<file path="config.mk">
export PLATFORM = sky130hd
export DESIGN_NAME = calc_core_param_flat
export DESIGN_NICKNAME = d
export VERILOG_FILES = /design/src/rtl/calc_core_param_if.sv /design/src/rtl/calc_core_param.sv /design/src/flat_wrapper.sv
export SDC_FILE = /design/constraint.sdc
export NUM_CORES = 1
export LEC_CHECK = 0
export CORE_ASPECT_RATIO = 1.2
export CORE_UTILIZATION = 66
export DETAILED_ROUTE_END_ITERATION = 10
export PLACE_DENSITY = 0.85
export SYNTH_ARGS = -nofsm -noshare
export SYNTH_HDL_FRONTEND = slang
export SYNTH_SLANG_ARGS = --single-unit
</file>
<file path="constraint.sdc">
create_clock -name Clk -period 10.3 [get_ports Clk]
set_input_delay 3.09 -clock Clk [delete_from_list [all_inputs] [get_ports Clk]]
set_output_delay 3.09 -clock Clk [all_outputs]
set_load 0.005 [all_outputs]
</file>
<file path="src/rtl/calc_core_param_if.sv">
// Keypad-side inputs and display-side outputs of the calculator core.
interface calc_core_param_if #(
    parameter int WIDTH = 16
);
    logic             key_pressed;
    logic [3:0]       key_code;
    logic [WIDTH-1:0] disp_mag;
    logic             disp_neg;
    logic             err;
    logic             busy;
    logic [3:0]       state_dbg;
    logic [7:0]       key_count;

    // Handshake: no valid/ready pair. A key is the rising edge of key_pressed with key_code
    // stable while high; the core takes it only while busy=0, and keys seen while busy=1 are lost.
    modport master (
        output key_pressed, key_code,
        input  disp_mag, disp_neg, err, busy, state_dbg, key_count
    );

    modport slave (
        input  key_pressed, key_code,
        output disp_mag, disp_neg, err, busy, state_dbg, key_count
    );
endinterface

</file>
<file path="src/rtl/calc_core_param.sv">
// Keypad-driven signed chained calculator: decimal operand entry, add/sub/mul, a restoring
// shift-subtract divider, sign-plus-magnitude display and a latched error flag.
module calc_core_param #(
    parameter int WIDTH   = 16,
    parameter int MAX_ARG = 9999
) (
    input  logic             Clk,
    input  logic             reset,
    calc_core_param_if.slave bus
);
    localparam int W2 = 2 * WIDTH;
    localparam int CW = $clog2(WIDTH);
    localparam logic [WIDTH+3:0] MAX_ARG_W = MAX_ARG;

    typedef enum logic [3:0] {
        S_IDLE     = 4'd0,
        S_DIGIT    = 4'd1,
        S_SHOW_ARG = 4'd5,
        S_CALC     = 4'd6,
        S_SHOW_RES = 4'd7,
        S_CLEAR    = 4'd8,
        S_DIV      = 4'd9,
        S_ERROR    = 4'd15
    } state_t;

    typedef enum logic [2:0] {
        OP_PLUS  = 3'd0,
        OP_MINUS = 3'd1,
        OP_MUL   = 3'd2,
        OP_DIV   = 3'd3,
        OP_LOAD  = 3'd4
    } op_t;

    state_t                  state_q, state_d;
    op_t                     op_q, op_d;
    op_t                     op_next_q, op_next_d;
    logic [WIDTH-1:0]        arg_q, arg_d;
    logic signed [WIDTH-1:0] acc_q, acc_d;
    logic signed [WIDTH-1:0] disp_q, disp_d;
    logic                    entered_q, entered_d;
    logic                    prev_key_q;
    logic [3:0]              key_q, key_d;
    logic                    err_q, err_d;
    logic [7:0]              count_q, count_d;
    logic [WIDTH-1:0]        rem_q, rem_d;
    logic [WIDTH-1:0]        quo_q, quo_d;
    logic [WIDTH-1:0]        dvs_q, dvs_d;
    logic [CW-1:0]           cnt_q, cnt_d;
    logic                    qneg_q, qneg_d;

    logic key_event;
    assign key_event = bus.key_pressed & ~prev_key_q;

    // Digit append, kept wide enough that arg*10+9 never wraps before the limit test.
    logic [WIDTH+3:0] arg_wide;
    logic [WIDTH+3:0] arg_append;
    logic             arg_fits;
    assign arg_wide   = {4'b0000, arg_q};
    assign arg_append = (arg_wide << 3) + (arg_wide << 1) + {{WIDTH{1'b0}}, key_q};
    assign arg_fits   = (arg_append <= MAX_ARG_W);

    logic signed [W2-1:0] acc_w;
    logic signed [W2-1:0] arg_w;
    logic signed [W2-1:0] calc_res;
    logic                 calc_fits;
    assign acc_w = {{WIDTH{acc_q[WIDTH-1]}}, acc_q};
    assign arg_w = {{WIDTH{1'b0}}, arg_q};

    always_comb begin
        calc_res = acc_w;
        case (op_q)
            OP_PLUS:  calc_res = acc_w + arg_w;
            OP_MINUS: calc_res = acc_w - arg_w;
            OP_MUL:   calc_res = acc_w * arg_w;
            OP_LOAD:  calc_res = entered_q ? arg_w : acc_w;
            default:  calc_res = acc_w;
        endcase
    end

    // The exact result fits in WIDTH signed bits iff its top WIDTH+1 bits are all sign copies.
    assign calc_fits = (&calc_res[W2-1:WIDTH-1]) | ~(|calc_res[W2-1:WIDTH-1]);

    logic [WIDTH:0]          rem_sh;
    logic [WIDTH:0]          rem_sub;
    logic                    quo_bit;
    logic [WIDTH-1:0]        quo_step;
    logic signed [WIDTH-1:0] quo_signed;
    logic [WIDTH-1:0]        acc_abs;
    assign rem_sh     = {rem_q, quo_q[WIDTH-1]};
    assign rem_sub    = rem_sh - {1'b0, dvs_q};
    assign quo_bit    = ~rem_sub[WIDTH];
    assign quo_step   = {quo_q[WIDTH-2:0], quo_bit};
    assign quo_signed = quo_step;
    assign acc_abs    = acc_q[WIDTH-1] ? -acc_q : acc_q;

    always_comb begin
        state_d   = state_q;
        op_d      = op_q;
        op_next_d = op_next_q;
        arg_d     = arg_q;
        acc_d     = acc_q;
        disp_d    = disp_q;
        entered_d = entered_q;
        key_d     = key_q;
        err_d     = err_q;
        count_d   = count_q;
        rem_d     = rem_q;
        quo_d     = quo_q;
        dvs_d     = dvs_q;
        cnt_d     = cnt_q;
        qneg_d    = qneg_q;

        case (state_q)
            S_CLEAR: begin
                arg_d     = '0;
                acc_d     = '0;
                op_d      = OP_PLUS;
                op_next_d = OP_PLUS;
                entered_d = 1'b0;
                err_d     = 1'b0;
                disp_d    = '0;
                state_d   = S_IDLE;
            end

            S_IDLE: begin
                if (key_event) begin
                    count_d = count_q + 8'd1;
                    key_d   = bus.key_code;
                    if (bus.key_code <= 4'd9) begin
                        state_d = S_DIGIT;
                    end else begin
                        state_d = S_CALC;
                        case (bus.key_code)
                            4'hA:    op_next_d = OP_DIV;
                            4'hB:    op_next_d = OP_MUL;
                            4'hC:    state_d   = S_CLEAR;
                            4'hD:    op_next_d = OP_LOAD;
                            4'hE:    op_next_d = OP_PLUS;
                            default: op_next_d = OP_MINUS;
                        endcase
                    end
                end
            end

            S_DIGIT: begin
                if (arg_fits) begin
                    arg_d = arg_append[WIDTH-1:0];
                end
                entered_d = 1'b1;
                state_d   = S_SHOW_ARG;
            end

            S_SHOW_ARG: begin
                disp_d  = arg_q;
                state_d = S_IDLE;
            end

            S_CALC: begin
                if (op_q == OP_DIV) begin
                    if (arg_q == '0) begin
                        err_d   = 1'b1;
                        state_d = S_ERROR;
                    end else begin
                        rem_d   = '0;
                        quo_d   = acc_abs;
                        dvs_d   = arg_q;
                        qneg_d  = acc_q[WIDTH-1];
                        cnt_d   = CW'(WIDTH - 1);
                        state_d = S_DIV;
                    end
                end else if (!calc_fits) begin
                    err_d   = 1'b1;
                    state_d = S_ERROR;
                end else begin
                    acc_d     = calc_res[WIDTH-1:0];
                    op_d      = op_next_q;
                    arg_d     = '0;
                    entered_d = 1'b0;
                    state_d   = S_SHOW_RES;
                end
            end

            S_DIV: begin
                rem_d = quo_bit ? rem_sub[WIDTH-1:0] : rem_sh[WIDTH-1:0];
                quo_d = quo_step;
                cnt_d = cnt_q - CW'(1);
                if (cnt_q == '0) begin
                    acc_d     = qneg_q ? -quo_signed : quo_signed;
                    op_d      = op_next_q;
                    arg_d     = '0;
                    entered_d = 1'b0;
                    state_d   = S_SHOW_RES;
                end
            end

            S_SHOW_RES: begin
                disp_d  = acc_q;
                state_d = S_IDLE;
            end

            S_ERROR: begin
                err_d = 1'b1;
                if (key_event && (bus.key_code == 4'hC)) begin
                    count_d = count_q + 8'd1;
                    state_d = S_CLEAR;
                end
            end

            default: state_d = S_CLEAR;
        endcase
    end

    always_ff @(posedge Clk or negedge reset) begin
        if (!reset) begin
            state_q    <= S_CLEAR;
            op_q       <= OP_PLUS;
            op_next_q  <= OP_PLUS;
            arg_q      <= '0;
            acc_q      <= '0;
            disp_q     <= '0;
            entered_q  <= 1'b0;
            prev_key_q <= 1'b0;
            key_q      <= '0;
            err_q      <= 1'b0;
            count_q    <= '0;
            rem_q      <= '0;
            quo_q      <= '0;
            dvs_q      <= '0;
            cnt_q      <= '0;
            qneg_q     <= 1'b0;
        end else begin
            state_q    <= state_d;
            op_q       <= op_d;
            op_next_q  <= op_next_d;
            arg_q      <= arg_d;
            acc_q      <= acc_d;
            disp_q     <= disp_d;
            entered_q  <= entered_d;
            prev_key_q <= bus.key_pressed;
            key_q      <= key_d;
            err_q      <= err_d;
            count_q    <= count_d;
            rem_q      <= rem_d;
            quo_q      <= quo_d;
            dvs_q      <= dvs_d;
            cnt_q      <= cnt_d;
            qneg_q     <= qneg_d;
        end
    end

    // The most negative value has magnitude 2^(WIDTH-1), which still fits unsigned.
    logic [WIDTH-1:0] disp_abs;
    assign disp_abs = disp_q[WIDTH-1] ? -disp_q : disp_q;

    assign bus.disp_mag  = (state_q == S_ERROR) ? '0 : disp_abs;
    assign bus.disp_neg  = (state_q != S_ERROR) && disp_q[WIDTH-1];
    assign bus.err       = err_q;
    assign bus.busy      = (state_q != S_IDLE) && (state_q != S_ERROR);
    assign bus.state_dbg = state_q;
    assign bus.key_count = count_q;
endmodule

</file>
<file path="src/flat_wrapper.sv">
// flat-port wrapper written by rule: the top's interface ports become plain ports
module calc_core_param_flat 
#(
    parameter int WIDTH   = 16,
    parameter int MAX_ARG = 9999
)
  (Clk, reset, bus_key_pressed, bus_key_code, bus_disp_mag, bus_disp_neg, bus_err, bus_busy, bus_state_dbg, bus_key_count);
  calc_core_param_if #(.WIDTH(WIDTH)) bus_i ();
  input  logic Clk;
  input  logic reset;
  input wire logic [$bits(bus_i.key_pressed)-1:0] bus_key_pressed;
  input wire logic [$bits(bus_i.key_code)-1:0] bus_key_code;
  output wire logic [$bits(bus_i.disp_mag)-1:0] bus_disp_mag;
  output wire logic [$bits(bus_i.disp_neg)-1:0] bus_disp_neg;
  output wire logic [$bits(bus_i.err)-1:0] bus_err;
  output wire logic [$bits(bus_i.busy)-1:0] bus_busy;
  output wire logic [$bits(bus_i.state_dbg)-1:0] bus_state_dbg;
  output wire logic [$bits(bus_i.key_count)-1:0] bus_key_count;
  assign bus_i.key_pressed = bus_key_pressed;
  assign bus_i.key_code = bus_key_code;
  assign bus_disp_mag = bus_i.disp_mag;
  assign bus_disp_neg = bus_i.disp_neg;
  assign bus_err = bus_i.err;
  assign bus_busy = bus_i.busy;
  assign bus_state_dbg = bus_i.state_dbg;
  assign bus_key_count = bus_i.key_count;
  calc_core_param #(.WIDTH(WIDTH), .MAX_ARG(MAX_ARG)) u_core (.Clk(Clk), .reset(reset), .bus(bus_i));
endmodule
</file>
== Yosys cells after proc, flatten, opt, wreduce, memory -nomap -nowiden ==
Cells that the tools add are included.

* Add/subtract/negate cells: 10
* Order comparisons: 2
* Bitwise logic cells: 6
* Equality and inequality tests: 31
* Reduce and logical (&&, ||, !) cells: 29
* Multipliers: 1
* Mux-type cells: 54

{| class="wikitable"
|+ Operators by type and width
! cell !! number
|-
| 16-bit 2-to-1 mux || 16
|-
| 32-bit one-hot mux with 4 select lines || 1
|-
| 16-bit one-hot mux with 3 select lines || 2
|-
| 16-bit one-hot mux with 2 select lines || 2
|-
| 16-bit one-hot mux with 4 select lines || 1
|-
| 16-bit negation || 3
|-
| 4-bit 2-to-1 mux || 9
|-
| 4-bit equality test, second input constant || 8
|-
| 16-bit by 17-bit multiplier with 32-bit output || 1
|-
| 32-bit 2-to-1 mux || 1
|-
| 4-bit one-hot mux with 6 select lines || 1
|-
| 19-bit by 17-bit adder with 20-bit output || 1
|-
| 20-bit by 4-bit adder with 20-bit output || 1
|-
| 20-bit by 14-bit less-or-equal comparator with 1-bit output, second input constant || 1
|-
| 16-bit by 17-bit adder with 18-bit output || 1
|-
| 3-bit 2-to-1 mux || 6
|-
| 16-bit by 17-bit subtractor with 18-bit output || 1
|-
| 17-bit AND reduction || 1
|-
| 17-bit OR reduction || 1
|-
| 17-bit by 16-bit subtractor with 17-bit output || 1
|-
| 16-bit logical NOT || 1
|-
| 8-bit 2-to-1 mux || 2
|-
| 8-bit one-hot mux with 2 select lines || 1
|-
| 3-bit one-hot mux with 5 select lines || 1
|-
| 35 further kinds || 69
|}

* Word-level logic and storage cells: 150
* Register bits: 126

== Longest topological paths before layout ==
Gate-level depths: netlist (run 1).

* Word-level depth: 8
* Mapped depth: 31
* Depth with buffers taken out: 27

== Worst setup path after synthesis (run 1) ==
OpenSTA, ideal clock, no wires.

* Path type: register to register
* Start: reg u_core.acc_q[15]
* End: reg u_core.acc_q[15]
* Arrival: 7968 ps
* Clock period less this slack: 8093 ps
* Slack: 2207 ps
* Cell stages (with the launch flop): 27
* Path through: dfrtp_1 -> clkbuf_1 -> clkbuf_1 -> buf_1 -> nand2b_1 -> fa_1 -> fa_1 -> fa_1 -> fa_1 -> fa_1 -> fa_1 -> inv_1 -> ha_1 -> clkbuf_1 -> a21oi_1 -> o221a_2 -> or4_1 -> a31oi_1 -> o21ai_0 -> and3b_1 -> xnor2_1 -> a21o_1 -> nor4bb_1 -> or4b_4 -> a31oi_4 -> o21ai_2 -> mux2_4

* Longest elaborated chain between the ends: 7
* Elaborated cells on any way between the ends: 14
* Classes of those cells: 2 x add/sub; 1 x mul; 1 x eq/ne; 5 x mux; 2 x bitwise; 3 x reduce/logical

{| class="wikitable"
|+ RTL lines
! element !! RTL line !! text
|-
| start, declared || calc_core_param.sv:38 || <nowiki>logic signed [WIDTH-1:0] acc_q, acc_d;</nowiki>
|-
| start signal, assigned || calc_core_param.sv:219 || <nowiki>acc_q <= '0;</nowiki>
|-
| start signal, assigned || calc_core_param.sv:236 || <nowiki>acc_q <= acc_d;</nowiki>
|-
| 16-bit by 17-bit multiplier with 32-bit output, or another cell as far along || calc_core_param.sv:74 || <nowiki>OP_MUL: calc_res = acc_w * arg_w;</nowiki>
|-
| 32-bit one-hot mux with 4 select lines * || calc_core_param.sv:71 || <nowiki>case (op_q)</nowiki>
|-
| 17-bit OR reduction || calc_core_param.sv:81 || <nowiki>assign calc_fits = (&calc_res[W2-1:WIDTH-1]) | ~(|calc_res[W2-1:WIDTH-1]);</nowiki>
|-
| 1-bit inverter || calc_core_param.sv:81 ||
|-
| 1-bit bitwise OR || calc_core_param.sv:81 ||
|-
| 2-bit by 1-bit != test with 1-bit output (no line) || -- ||
|-
| 4-bit AND reduction (no line) || -- ||
|}

Mark *: on every way between the ends. The rest lies on a longest branch, timed or not. The select of a mux whose other input is x is not followed.
A chain may end at the register's enable or synchronous reset.

== Worst setup path in the final report (run 1) ==
* Start: reg u_core.acc_q[7]
* End: reg u_core.acc_q[0]

* Longest elaborated chain between the ends: 7
* Elaborated cells on any way between the ends: 10
* Classes of those cells: 2 x add/sub; 1 x mul; 1 x eq/ne; 1 x mux; 2 x bitwise; 3 x reduce/logical

{| class="wikitable"
|+ RTL lines
! element !! RTL line
|-
| 16-bit by 17-bit multiplier with 32-bit output, or another cell as far along || calc_core_param.sv:74
|-
| 32-bit one-hot mux with 4 select lines * || calc_core_param.sv:71
|-
| 17-bit OR reduction || calc_core_param.sv:81
|-
| 1-bit inverter || calc_core_param.sv:81
|-
| 1-bit bitwise OR * || calc_core_param.sv:81
|-
| 2-bit by 1-bit != test with 1-bit output (no line) * || --
|-
| 6-bit AND reduction (no line) * || --
|}

Mark *: on every way between the ends. The rest lies on a longest branch, timed or not.

==> results_dict.tcl, run 1 <==
set metrics [dict create \
    status "completed" \
    gp_congestion 1.026 \
    async_flop_share_pct 100.0 \
    final.setup_skew_ns 0.01018 \
    cp.required_ns 10.61 \
    ctsResizeCount 0 \
    relSlewSlack_pct 16.26 \
    clock_tree.buffer_depth 2 \
    syn_area_um2 18850 \
    antenna_left 0 \
    timing.rr.start "u_core.acc_q[7]$_DFFE_PN0P_" \
    finalCritPeriodShare_pct 86.47 \
    ir_drop_v 0.0001578 \
    p_total_uw 3118 \
    ys.flop_type "dfrtp_1" \
    grt_start_max_net_pins 81 \
    antenna_found_initial 1 \
    drc 0 \
    setup_viol 0 \
    cts_tree "yes" \
    htreeDepth 4 \
    post-cts-setup-buffers 0 \
    dp_hpwl_mm 41.31 \
    finalHoldViolCount 0 \
    critPathArrivalTime_ns 9.21 \
    routedWlPerCell_um 21.61 \
    dr.first_iter.drc_count 1847 \
    ys_seq_area_share_pct 16.74 \
    syn_area_per_cell_um2 8.555 \
    p_per_area_nw_per_um2 155.6 \
    worstHoldStart "u_core.bus.key_count[7]$_DFFE_PN0P_" \
    core.rowCount 67 \
    fillers 2096 \
    yosysWarnings 0 \
    clockRootBuffer "clkbuf_16" \
    setup.worst_path.end_class "flip-flop" \
    path_clk_slew_ns 0.06 \
    dr.pass1.iters 7 \
    fp.dieW_um 156.3 \
    cts_hold_buffers 0 \
    grt_overflow 0 \
    path_class "flip-flop to flip-flop" \
    clk_latency_ns 0.43 \
    core_area_um2 28000 \
    drt_wl_total_mm 55.32 \
    slew_viol_final 0 \
    critPathMaxFanout 22 \
    fin_tns_setup_ns 0 \
    portBuffers 37 \
    synth_cells 2203 \
    startpoint_type "flip-flop" \
    ys_types 89 \
    nNetsFinal 2574 \
    initial_utilization_pct 67.31 \
    die_y_um 187.1 \
    vias 16490 \
    area_growth_pct 6.307 \
    cts_sinks 126 \
    tightest_slew_ns 1.252 \
    crit_start "u_core.acc_q[7]$_DFFE_PN0P_" \
    grt_pass1_wl_mm 89.15 \
    cts_made_buffers 17 \
    synth_seq_cells 126 \
    hold_class "flip-flop to flip-flop" \
    p_leak_uw 0.009409 \
    boundaryPins 38 \
    synth_edf_count 0 \
    grt_pass1_vias 17000 \
    grt_usage_pct 39.42 \
    vias_per_cell 6.441 \
    drive_gt1_share_pct 4.683 \
    clock.fmax_mhz 112.3 \
    syn_nets 2612 \
    period_needed_ns 8.907 \
    rsz0062_at_grt "false" \
    cap_violations 0 \
    die_area_um2 29240 \
]
==> area by class of cell <==
cell class	count	area, µm²	area share [%]
clock inverter	7	112.6	0.5621
multi-input combinational	1652	14080	70.30
inverter	303	1137	5.677
antenna	3	7.507	0.03747
tap	379	474.2	2.367
clock buffer	25	485.5	2.423
timing repair buffer	65	578.1	2.885
sequential	126	3154	15.74
==> critical path, cell delays in order, from the launching register on <==
cell and delay [ns]:
dfrtp_1 0.96, ha_1 0.33, inv_1 0.08, fa_1 0.59, fa_1 0.46, fa_1 0.47
fa_1 0.51, fa_1 0.54, fa_1 0.56, inv_1 0.05, ha_1 0.44, a21oi_1 0.19
o221a_2 0.32, or4_1 0.54, a31oi_1 0.21, o21ai_0 0.08, and3b_1 0.20, xnor2_1 0.14
nand4b_1 0.12, nor4_1 0.09, o21ai_0 0.43, nand3_1 0.19, o21ai_2 0.87, mux2_1 0.39
==> per-layer routing <==
metal / global-route usage [%] / vias to the layer above / routed length, µm
met5: 0 / - / 0
met4: 23.00 / 0 / 3427
met3: 7.669 / 270 / 5268
met2: 65.30 / 938 / 26590
met1: 47.58 / 8012 / 20030
li1: - / 7270 / -
==> cell usage after synthesis (all sizes together) (16+ instances only) <==
cell	n	share of area [%]
a21o	28	1.1
a21oi	107	2.9
a222oi	26	1.4
and2	94	3.1
clkbuf	107	2.1
dfrtp	125	17
fa	199	21
ha	203	13
inv	302	6.0
mux2	22	1.5
mux2i	21	1.1
nand2	260	5.2
nand3	25	0.66
nand4	16	0.53
nor2	132	2.6
nor2b	17	0.56
nor3	27	0.72
o21ai	123	3.3
o22ai	21	0.77
xnor2	57	2.6
xor2	53	2.5
==> power by group <==
part | switching, µW | internal (µW) | leakage [µW]
Clock | 218 | 398 | 0.000291
Sequential | 175 | 602 | 0.00170
Combinational | 1050 | 676 | 0.00742
Total | 1440 | 1680 | 0.00941
==> placed cells by master (no fill, tap or decap), types with 21 or more instances in the layout <==
master and n:
inv_1 302, nand2_1 260, ha_1 203, fa_1 199
nor2_1 132, dfrtp_1 125, o21ai_0 110, a21oi_1 103
and2_1 94, xnor2_1 56, xor2_1 53, clkdlybuf4s50_1 36
buf_4 29, a21o_1 27, a222oi_1 26, nor3_1 25
nand3_1 25, mux2i_1 21
==> flip-flops by register name, indices dropped and copies added, names as in the netlist <==
signal / flops
u_core.bus.key_count: 8
u_core.acc_q: 16
u_core.entered_q: 1
u_core.quo_q: 16
u_core.cnt_q: 4
u_core.key_q: 4
u_core.disp_q: 16
u_core.op_q: 3
u_core.arg_q: 16
u_core.dvs_q: 16
u_core.prev_key_q: 1
u_core.op_next_q: 3
u_core.bus.err: 1
u_core.qneg_q: 1
u_core.bus.state_dbg: 4
u_core.rem_q: 16
==> worst paths after layout <==
check                           cells after the start                                   to  slack, ns
worst max-delay path                               23          u_core.acc_q[0]$_DFFE_PN0P_       1.39
worst min-delay path                                1  u_core.bus.key_count[7]$_DFFE_PN0P_       0.48
worst max register to register                     23          u_core.acc_q[0]$_DFFE_PN0P_       1.39
worst min register to register                      1  u_core.bus.key_count[7]$_DFFE_PN0P_       0.48
max in group asynchronous                           2          u_core.quo_q[5]$_DFFE_PN0P_       6.14
min in group asynchronous                           1          u_core.rem_q[6]$_DFFE_PN0P_       2.68
==> stage by stage <==
stage          utilization [%]  cells  setup WS [ns]  hold WS, ns  area [µm²]
3_5_place_dp             69.39   2525          1.588       0.4702       19430
3_3_place_gp             69.39   2525          1.672       0.4621       19430
5_1_grt                  71.53   2557          1.099       0.5132       20030
6_report                 71.55   2560          1.393       0.4816       20030
4_1_cts                  71.53   2557          1.547       0.4849       20030
2_1_floorplan                -   2203          2.207       0.4497       18850
==> cells by family after synthesis <==
group	Yosys count	share of synthesized area, %
multiplexers	43	2.649
flip-flops	126	16.74
adder cells (fa/ha/maj)	402	34.62
XOR/XNOR	110	5.112
AO/OA/AOI/OAI	437	15.44
AND/OR/NAND/NOR	660	16.83
buffers and inverters	425	8.618
Note: power is estimated with default switching activity, not from simulation.
==> run 2, diff against run 1 <==
--- a/config.mk
+++ b/config.mk
@@ -5,8 +5,10 @@
 export SDC_FILE = /design/constraint.sdc
 export NUM_CORES = 1
 export LEC_CHECK = 0
+export ABC_AREA = 1
 export CORE_ASPECT_RATIO = 1.2
 export CORE_UTILIZATION = 66
+export CTS_BUF_LIST = sky130_fd_sc_hd__clkbuf_16
 export DETAILED_ROUTE_END_ITERATION = 10
 export PLACE_DENSITY = 0.85
 export SYNTH_ARGS = -nofsm -noshare
==> results_dict.tcl, run 2 <==
set metrics [dict create \
    ys.flop_type "dfrtp_1" \
    rsz0062_at_grt "false" \
    cts_made_buffers 17 \
    grt_usage_pct 41.94 \
    dp_slack_ns 3.111 \
    final_common_cell "nand2_1" \
    htreeDepth 4 \
    placed_cell_area_um2 20890 \
    tightest_slew_ns 1.164 \
    clock.fmax_mhz 135.2 \
    grt_pass1_vias 19300 \
    p_comb_share_pct 64.7 \
    synthTopCellsByCount "nand2_1 (757), inv_1 (582), ha_1 (203)" \
    clockRootBuffer "clkbuf_16" \
    nNetsFinal 3270 \
    finalHoldViolCount 0 \
    worstHoldStart "u_core.bus.key_count[7]$_DFFE_PN0P_" \
    boundaryPins 38 \
    p_clk_share_pct 15.6 \
    yosysMostFrequentCell "nand2_1" \
    initial_utilization_pct 67.60 \
    synth_largest_area_cell "fa_1" \
    drive_gt1_share_pct 4.490 \
    dr.pass1.iters 8 \
    antenna_left 0 \
    internal_power_uw 1789 \
    synth_cells 2877 \
    relSlewSlack_pct 22.11 \
    drc 0 \
    r2r-end "u_core.acc_q[9]$_DFFE_PN0P_" \
    layout_common_cells "nand2_1 (757), inv_1 (582), ha_1 (203)" \
    crit_path_top_delay_cell "dfrtp_1" \
    post-cts-setup-buffers 0 \
    clk_latency_ns 0.43 \
    p_per_area_nw_per_um2 182.5 \
    area_growth_pct 6.369 \
    cap_violations 0 \
    core.rowCount 69 \
    p_sw_share_pct 54.38 \
    whs_path_depth 1 \
    path_class "flip-flop to flip-flop" \
    fin_ws_ns 2.902 \
    ys_seq_area_share_pct 15.62 \
    ys_types 58 \
    setup_viol 0 \
    fin_area_um2 21480 \
    p_total_uw 3921 \
    syn_nets 3286 \
    setup.worst_path.end_class "flip-flop" \
    synth_area_leaders "fa_1 (20%), dfrtp_1 (15%), nand2_1 (14%)" \
    vias_per_cell 5.961 \
    grt_pass1_wl_mm 101.4 \
    ir_drop_v 0.0001758 \
    syn_area_per_cell_um2 7.019 \
    period_needed_ns 7.398 \
    grt_overflow 0 \
    hold_class "flip-flop to flip-flop" \
    fin_tns_setup_ns 0 \
    cts_tree "yes" \
    dr.first_iter.drc_count 2061 \
    antenna_found_initial 1 \
    crit_family "adder cells" \
    gp_congestion 1.068 \
    critPathArrivalTime_ns 7.71 \
    cts_sinks 126 \
    critPathMaxFanout 30 \
    finalCritPeriodShare_pct 71.83 \
    syn_area_um2 20190 \
    switchingPower_uw 2132 \
    dp_hpwl_mm 48.61 \
    die_y_um 193.6 \
    p_leak_uw 0.01162 \
    core_area_um2 29870 \
    slew_viol_final 0 \
    yosysWarnings 0 \
    dp_cells 3232 \
    startpoint_type "flip-flop" \
    timing.rr.start "u_core.acc_q[4]$_DFFE_PN0P_" \
    power_frac_seq_pct 19.7 \
    final.setup_skew_ns 0.008511 \
    die_area_um2 31300 \
    status "completed" \
    synth_seq_cells 126 \
    fillers 2460 \
    hold_path_end "u_core.bus.key_count[7]$_DFFE_PN0P_" \
    cp_num_buf_inv 6 \
    clock_tree.buffer_depth 2 \
    drt_wl_total_mm 64.20 \
    synth_edf_count 0 \
    vias 19460 \
    yosysTopAreaCellShare_pct 19.73 \
    portBuffers 37 \
    cp.required_ns 10.61 \
    cts_hold_buffers 0 \
    path_depth 29 \
    critPathMaxStageDelay_ns 1.11 \
    fin_cells 3264 \
    async_flop_share_pct 100.0 \
    reg2regPathDepth 29 \
    path_clk_slew_ns 0.06 \
    fp.dieW_um 161.7 \
    ctsResizeCount 0 \
    r2r_slack_ns 2.90 \
    routedWlPerCell_um 19.67 \
    grt_start_max_net_pins 70 \
]
==> run 2: cell count changes in the layout (fill, tap and decap cells not counted), sizes merged, moves of 21 or more <==
cell / previous run / this run
inv: 302 / 594
and2: 94 / 4
nand3: 25 / 132
o21ai: 123 / 171
xor2: 53 / 30
a222oi: 26 / 0
a21oi: 107 / 135
a21o: 28 / 4
mux2: 22 / 1
nor2: 132 / 183
xnor2: 57 / 25
mux2i: 21 / 0
nand2: 260 / 764
==> run 2: per-layer routing <==
layer  wire (µm)  GRT usage, %
met1       24890         54.04
met2       28950         66.19
met3        6366         7.979
met4        3990         23.55
met5           0             0
==> run 2: worst reg2reg max path, delay by kind of cell, from the launching register on <==
family                   cells  cell delay, ns
adder cells (fa/ha/maj)      7            3.13
AO/OA/AOI/OAI                3            0.69
flip-flops                   1            1.11
AND/OR/NAND/NOR             13            1.88
buffers and inverters        6            0.48
==> run 2: worst max-delay path by stage <==
stage	startpoint	endpoint	slack, ns
2_1_floorplan	u_core.acc_q[15]$_DFFE_PN0P_	u_core.arg_q[8]$_DFFE_PN0P_	3.80
4_1_cts	u_core.arg_q[11]$_DFFE_PN0P_	u_core.acc_q[9]$_DFFE_PN0P_	3.07
3_3_place_gp	u_core.acc_q[4]$_DFFE_PN0P_	u_core.acc_q[4]$_DFFE_PN0P_	3.19
5_1_grt	u_core.acc_q[4]$_DFFE_PN0P_	u_core.acc_q[2]$_DFFE_PN0P_	2.48
6_report	u_core.acc_q[4]$_DFFE_PN0P_	u_core.acc_q[9]$_DFFE_PN0P_	2.90
3_5_place_dp	u_core.acc_q[4]$_DFFE_PN0P_	u_core.acc_q[4]$_DFFE_PN0P_	3.11
==> run 2: power groups by stage <==
stage | clock, µW | combinational, µW | sequential (µW)
2_1_floorplan | 0 | 1790 | 712
3_3_place_gp | 0 | 2380 | 761
3_5_place_dp | 0 | 2440 | 767
4_1_cts | 615 | 2470 | 761
5_1_grt | 641 | 2770 | 781
6_report | 613 | 2540 | 772
==> run 2: final cells by class <==
class	instances	area (µm²)	share of cell area, %
multi-input combinational	2043	14340	66.78
tap	390	488.0	2.272
clock inverter	14	161.4	0.7514
clock buffer	17	425.4	1.980
timing repair buffer	77	668.1	3.110
sequential	126	3154	14.68
antenna	1	2.502	0.01165
inverter	596	2237	10.41
==> run 2: cells by family after synthesis <==
logic type	share of synthesized area (%)
multiplexers	0.05576
adder cells (fa/ha/maj)	32.30
buffers and inverters	13.39
flip-flops	15.62
AO/OA/AOI/OAI	12.47
XOR/XNOR	2.385
AND/OR/NAND/NOR	23.77
==> run 2: per-stage QoR <==
| step | hold slack [ns] | utilization, % |
|---|---|---|
| 2_1_floorplan | 0.4464 | - |
| 3_3_place_gp | 0.4651 | 69.94 |
| 3_5_place_dp | 0.4742 | 69.94 |
| 4_1_cts | 0.4844 | 71.90 |
| 5_1_grt | 0.4879 | 71.91 |
| 6_report | 0.4790 | 71.91 |
